===== src/rtl/button_press_fsm_if.sv =====
// Button classifier signal bundle: debounced level in, press pulses and level out.
// master = debouncer/stimulus side, slave = classifier side.
interface button_press_fsm_if;
  logic pb_debounced;
  logic short_press;
  logic long_press;
  logic repeat_press;
  logic pressed;

  modport master (
    output pb_debounced,
    input  short_press, long_press, repeat_press, pressed
  );

  modport slave (
    input  pb_debounced,
    output short_press, long_press, repeat_press, pressed
  );
endinterface


===== src/rtl/button_press_fsm.sv =====
// Short/long press classifier with optional auto-repeat while held.
// Define BTN_REPEAT_EN to compile in the repeat_press generator.
module button_press_fsm #(
  parameter int LONG_CYCLES   = 100,
  parameter int REPEAT_CYCLES = 25,
  parameter int CNT_W         = 8
) (
  input  logic               clk,
  input  logic               rst_n,
  button_press_fsm_if.slave  btn
);

  localparam logic [1:0] ST_IDLE  = 2'd0;
  localparam logic [1:0] ST_PRESS = 2'd1;
  localparam logic [1:0] ST_HELD  = 2'd2;

  localparam int MAX_CYC = (LONG_CYCLES > REPEAT_CYCLES) ? LONG_CYCLES : REPEAT_CYCLES;
  localparam logic [CNT_W-1:0] LONG_LAST = CNT_W'(LONG_CYCLES - 1);

  if (LONG_CYCLES < 2 || REPEAT_CYCLES < 1 || (MAX_CYC - 1) >= (2 ** CNT_W)) begin : g_bad_params
    $error("button_press_fsm: illegal LONG_CYCLES/REPEAT_CYCLES/CNT_W combination");
  end

  logic [1:0]       state_q, state_d;
  logic [CNT_W-1:0] cnt_q, cnt_d;
  logic             short_q, short_d;
  logic             long_q, long_d;
  logic             pressed_q, pressed_d;
  logic             rep_d;

`ifdef BTN_REPEAT_EN
  localparam logic [CNT_W-1:0] REP_LAST = CNT_W'(REPEAT_CYCLES - 1);
  logic rep_q;
`endif

  always_comb begin
    state_d = state_q;
    cnt_d   = cnt_q;
    short_d = 1'b0;
    long_d  = 1'b0;
    rep_d   = 1'b0;
    case (state_q)
      ST_IDLE: begin
        if (btn.pb_debounced) begin
          state_d = ST_PRESS;
          cnt_d   = CNT_W'(1);
        end else begin
          cnt_d = '0;
        end
      end
      ST_PRESS: begin
        // release is checked first so a press ending on the long threshold is still short
        if (!btn.pb_debounced) begin
          short_d = 1'b1;
          state_d = ST_IDLE;
          cnt_d   = '0;
        end else if (cnt_q == LONG_LAST) begin
          long_d  = 1'b1;
          state_d = ST_HELD;
          cnt_d   = '0;
        end else begin
          cnt_d = cnt_q + 1'b1;
        end
      end
      ST_HELD: begin
        if (!btn.pb_debounced) begin
          state_d = ST_IDLE;
          cnt_d   = '0;
        end else begin
`ifdef BTN_REPEAT_EN
          if (cnt_q == REP_LAST) begin
            rep_d = 1'b1;
            cnt_d = '0;
          end else begin
            cnt_d = cnt_q + 1'b1;
          end
`else
          cnt_d = '0;
`endif
        end
      end
      default: begin
        state_d = ST_IDLE;
        cnt_d   = '0;
      end
    endcase
    pressed_d = (state_d != ST_IDLE);
  end

  always_ff @(posedge clk or negedge rst_n) begin
    if (!rst_n) begin
      state_q   <= ST_IDLE;
      cnt_q     <= '0;
      short_q   <= 1'b0;
      long_q    <= 1'b0;
      pressed_q <= 1'b0;
    end else begin
      state_q   <= state_d;
      cnt_q     <= cnt_d;
      short_q   <= short_d;
      long_q    <= long_d;
      pressed_q <= pressed_d;
    end
  end

`ifdef BTN_REPEAT_EN
  always_ff @(posedge clk or negedge rst_n) begin
    if (!rst_n) rep_q <= 1'b0;
    else        rep_q <= rep_d;
  end
  assign btn.repeat_press = rep_q;
`else
  logic unused_rep;
  assign unused_rep       = rep_d;
  assign btn.repeat_press = 1'b0;
`endif

  assign btn.short_press = short_q;
  assign btn.long_press  = long_q;
  assign btn.pressed     = pressed_q;

endmodule


===== src/flat_wrapper.sv =====
// flat-port wrapper written by rule: the top's interface ports become plain ports
module button_press_fsm_flat 
#(
  parameter int LONG_CYCLES   = 100,
  parameter int REPEAT_CYCLES = 25,
  parameter int CNT_W         = 8
)
  (clk, rst_n, btn_pb_debounced, btn_short_press, btn_long_press, btn_repeat_press, btn_pressed);
  button_press_fsm_if btn_i ();
  input  logic clk;
  input  logic rst_n;
  input wire logic [$bits(btn_i.pb_debounced)-1:0] btn_pb_debounced;
  output wire logic [$bits(btn_i.short_press)-1:0] btn_short_press;
  output wire logic [$bits(btn_i.long_press)-1:0] btn_long_press;
  output wire logic [$bits(btn_i.repeat_press)-1:0] btn_repeat_press;
  output wire logic [$bits(btn_i.pressed)-1:0] btn_pressed;
  assign btn_i.pb_debounced = btn_pb_debounced;
  assign btn_short_press = btn_i.short_press;
  assign btn_long_press = btn_i.long_press;
  assign btn_repeat_press = btn_i.repeat_press;
  assign btn_pressed = btn_i.pressed;
  button_press_fsm #(.LONG_CYCLES(LONG_CYCLES), .REPEAT_CYCLES(REPEAT_CYCLES), .CNT_W(CNT_W)) u_core (.clk(clk), .rst_n(rst_n), .btn(btn_i));
endmodule

===== config.mk =====
export PLATFORM = sky130hd
export DESIGN_NAME = button_press_fsm_flat
export DESIGN_NICKNAME = d
export VERILOG_FILES = /design/src/rtl/button_press_fsm_if.sv /design/src/rtl/button_press_fsm.sv /design/src/flat_wrapper.sv
export SDC_FILE = /design/constraint.sdc
export NUM_CORES = 1
export LEC_CHECK = 0
export CAP_MARGIN = 40
export CORE_MARGIN = 5
export CORE_UTILIZATION = 35
export DETAILED_ROUTE_END_ITERATION = 6
export PLACE_DENSITY = 0.65
export SYNTH_ARGS = -nofsm -noshare
export SYNTH_HDL_FRONTEND = slang
export SYNTH_SLANG_ARGS = --single-unit
export TNS_END_PERCENT = 10

===== constraint.sdc =====
create_clock -name clk -period 1.6 [get_ports clk]
set_input_delay 0.16 -clock clk [delete_from_list [all_inputs] [get_ports clk]]
set_output_delay 0.16 -clock clk [all_outputs]
set_load 0.02 [all_outputs]

# After elaboration in Yosys (flattened, before gate mapping)
# Index checks and enable logic that the tools add are counted.
dict set report word_totals {
  in_bits 3
  out_inout_bits 4
  regBits 13
  wordCells 25
}
dict set report classes {
  eq_ne 3
  n_mux 14
  n_reduce_logical 2
  n_addsub 1
}
# cell count
set ops {}
lappend ops {{$mux W8} 2}
lappend ops {{$pmux W8 S2} 1}
lappend ops {{$add A8 B1 Y8 const B} 1}
lappend ops {{$eq A8 B7 Y1 const B} 1}
lappend ops {{$mux W2} 4}
lappend ops {{$mux W1} 6}
lappend ops {{$pmux W2 S3} 1}
lappend ops {{$eq A2 B1 Y1 const B} 1}
lappend ops {{$eq A2 B2 Y1 const B} 1}
lappend ops {{$logic_not A2 Y1} 1}
lappend ops {{$reduce_bool A2 Y1} 1}

# Depth between registers and ports, before layout
dict set report depth {
  depth_word 5
  ltp_mapped 4
  mapped_depth_nobuf 4
}

# Worst setup path after synthesis
# Ideal clock, no wire load.
dict set report synth_path {
  path_kind {flip-flop to flip-flop}
  startpoint {reg u_core.cnt_q[4]}
  endpoint {reg u_core.state_q[1]}
  setup_ns 0.077
  arrival_time_ns 1.154
  path_stages_with_launch 4
  slack_ns 0.369
  path_cell_list {dfrtp_1 > or3_1 > or2_1 > o21ai_1}
}
dict set report synth_via {
  elab_chain_cells 4
}
# element line_no
set synth_lines {}
lappend synth_lines {{start, declared} button_press_fsm.sv:25} ;# logic [CNT_W-1:0] cnt_q, cnt_d;
lappend synth_lines {{start signal, assigned} button_press_fsm.sv:99} ;# cnt_q <= cnt_d;
lappend synth_lines {{$eq A8 B7 Y1} button_press_fsm.sv:57} ;# end else if (cnt_q == LONG_LAST) begin
lappend synth_lines {{$mux W2} button_press_fsm.sv:57}
lappend synth_lines {{$mux W2} button_press_fsm.sv:53} ;# if (!btn.pb_debounced) begin
lappend synth_lines {{$pmux W2 S3} button_press_fsm.sv:42} ;# case (state_q)
lappend synth_lines {{net u_core.state_d[1]} button_press_fsm.sv:24} ;# logic [1:0] state_q, state_d;
lappend synth_lines {{end signal, assigned} button_press_fsm.sv:98} ;# state_q <= state_d;
lappend synth_lines {{end, declared} button_press_fsm.sv:24}
# The timed path passes the listed nets, and every way through them passes these cells.

# Worst setup path after layout
dict set report layout_path {
  startpoint {reg u_core.long_q (netlist: u_core.btn.long_press)}
  endpoint {out btn_long_press}
}
# element line_no
set layout_lines {}
lappend layout_lines {{start, declared} button_press_fsm.sv:27} ;# logic long_q, long_d;
lappend layout_lines {{start signal, assigned} button_press_fsm.sv:101} ;# long_q <= long_d;
lappend layout_lines {{end, declared} flat_wrapper.sv:14} ;# output wire logic [$bits(btn_i.long_press)-1:0] btn_long_press;
# No word-level cell between the ends.

==> flow_summary.ini <==
[placement]
gp_congestion = 0.805
io_buffer_count = 5
hpwl_um = 744

[sta]
worst_slew_pin_slew_ns = 0.557
post-route-period-util = 0.851
rsz0062_at_grt = no
worst_hold_slack_ns = 0.239
setup_viol = 0
setup_tns_ns = 0
hold_viol = 0
period_needed_ns = 1.36
fin_skew_ns = 0.00229
fmax_ghz = 0.734
relSlewSlack = 0.628
slew_violations = 0

[logic_synthesis]
synthCells = 56
synth-seq-area-share = 0.546
synth.area.top_cells = dfrtp_1, a21oi_1, nor2_1
synth_area_per_cell_um2 = 10.6
synth_top_area_share = 0.546
netlist_area_um2 = 596
synth_enable_flop_cells = 0
yosys_register_bits = 13
syn-num-nets = 60
async_flop_share = 1.00
synth.distinct_cells = 27
yosysTopAreaCell = dfrtp_1
synthFlopType = dfrtp_1
yosys_warnings = 0

[worst_setup_path]
worst-setup-path-type = flop to output port
cp.depth = 1
max_stage_delay_ns = 0.60
critical_path.top_delay_family = buffers and inverters
critical_path_arrival_ns = 1.20
start_kind = flop
r2r_cells = 3
path_max_fanout = 1
critPathCaptureType = output port
crit_required_ns = 1.44
crit_slowest_cell = clkdlybuf4s50_1
path_cells = clkdlybuf4s50_1
cp_num_buf_inv = 1

[cts]
cts_htree_levels = 1
cts_made_buffers = 3
clock_path_buffers = 2
cts_hold_buf = 0
cts_setup_buffers = 0
clkTransAtPathRegs_ns = 0.08
cts.sink_count = 13
post_cts_resized = 0
cts-root-buf = clkbuf_4
cts_tree = yes
clk_latency_ns = 0.28

[drt]
drt_wl_total_um = 1030
drtPass1Iterations = 4
drc = 0
vias_per_cell = 5.23
wl_per_cell_um = 12.6
via_count = 429
initialDrtViolationCount = 8
ant_nets = 0

[floorplanning]
num_rows = 15
core_mm2 = 0.00167
die_area_mm2 = 0.00263
start_util = 0.357
io_pins = 7
dieWidth_um = 51.3
fp.dieH_um = 51.3

[global_routing]
top_usage_layer = met2
grtUsageTotal = 0.103
grtUsageMet3 = 0.0262
grt_use_met2 = 0.157
grt_pass1_vias = 449
grt_max_degree = 14
grt_pass1_wl_um = 1950
antenna_found_initial = 0
grt-ovfl-total = 0
use_met1 = 0.118

[cells_and_area]
fill_cells = 161
n_antenna_cell = 0
layout_common_cells = dfrtp_1, nor2_1, a21oi_1, clkdlybuf4s50_1
fin_nets = 70
multi_input_area_um2 = 259
drive_gt1_frac = 0.123
layout_commonest_cell = dfrtp_1
post-route-util = 0.415
seqCellArea_um2 = 325
area_delta_synth_final_pct = 16.4

[pwr]
p_leak_uw = 0.000286
ir_worst_vdd_v = 0.000274
power_density_mw_per_mm2 = 844

[run_status]
status = complete, no violations

[hold_path]
hold_path.class = input pin to asynchronous set/reset pin

[run]
drv_cap = 0
[power by group]
part	internal, µW	switching (µW)	leakage [µW]	total (µW)
Combinational	18.7	24.3	0.0000978	43.0
Clock	96.7	105	0.0000150	201
Sequential	335	5.33	0.000174	341
Total	451	134	0.000286	585
[layer usage]
| metal | routed length [µm] | vias to the layer above | share of wire |
|---|---|---|---|
| met5 | 0 | - | 0 |
| met4 | 38 | 0 | 0.037 |
| met3 | 41 | 4 | 0.040 |
| met2 | 473 | 12 | 0.46 |
| met1 | 481 | 199 | 0.47 |
| li1 | - | 214 | - |
[through the flow]
stage / cells / total power (µW) / setup WS, ns / cell area (µm²)
final: 82 / 585 / 0.238 / 693
after CTS: 82 / 598 / 0.219 / 693
after global placement: 78 / 390 / 0.300 / 667
after floorplan: 56 / 369 / 0.369 / 596
after global routing: 82 / 617 / 0.175 / 693
after detailed placement: 78 / 390 / 0.305 / 667
[cells in the mapped netlist, drive strengths merged, types with 2 or more instances]
cell type / count
dfrtp: 13
xor2: 2
o21bai: 2
or3: 3
a21oi: 6
nand2: 3
nor2: 5
nand3b: 2
nand3: 3
o21ai: 3
nand2b: 2
[path summary, 6_finish.rpt]
kind	startpoint	endpoint	slack, ns
max	u_core.btn.long_press	btn_long_press	0.24
min	rst_n	u_core.btn.long_press	0.24
max reg2reg	u_core.cnt_q[4]	u_core.cnt_q[5]	0.29
min reg2reg	u_core.state_q[1]	u_core.btn.short_press	0.51
max in group asynchronous	rst_n	u_core.cnt_q[7]	1.00
min in group clk	u_core.state_q[1]	u_core.btn.short_press	0.51
[kinds of logic after synthesis]
| kind of cell | count (synthesis) | synth area share |
|---|---|---|
| flip-flops | 13 | 0.546 |
| AO/OA/AOI/OAI | 14 | 0.153 |
| adder cells (fa/ha/maj) | 1 | 0.0210 |
| buffers and inverters | 2 | 0.0189 |
| AND/OR/NAND/NOR | 23 | 0.225 |
| XOR/XNOR | 2 | 0.0294 |
| other | 1 | 0.00630 |
[layout make-up]
class | instances | area share
well taps | 17 | 0.0307
clock buffers | 4 | 0.0379
multi-input cells | 41 | 0.374
flip-flops and latches | 13 | 0.469
inverters | 1 | 0.00542
repair buffers | 6 | 0.0830
[sequential cells by signal, indices dropped and copies added, names as in the netlist]
| register | cells |
|---|---|
| u_core.btn.long_press | 1 |
| u_core.btn.pressed | 1 |
| u_core.btn.short_press | 1 |
| u_core.cnt_q | 8 |
| u_core.state_q | 2 |
No activity file was read; power rests on OpenSTA's default activity.
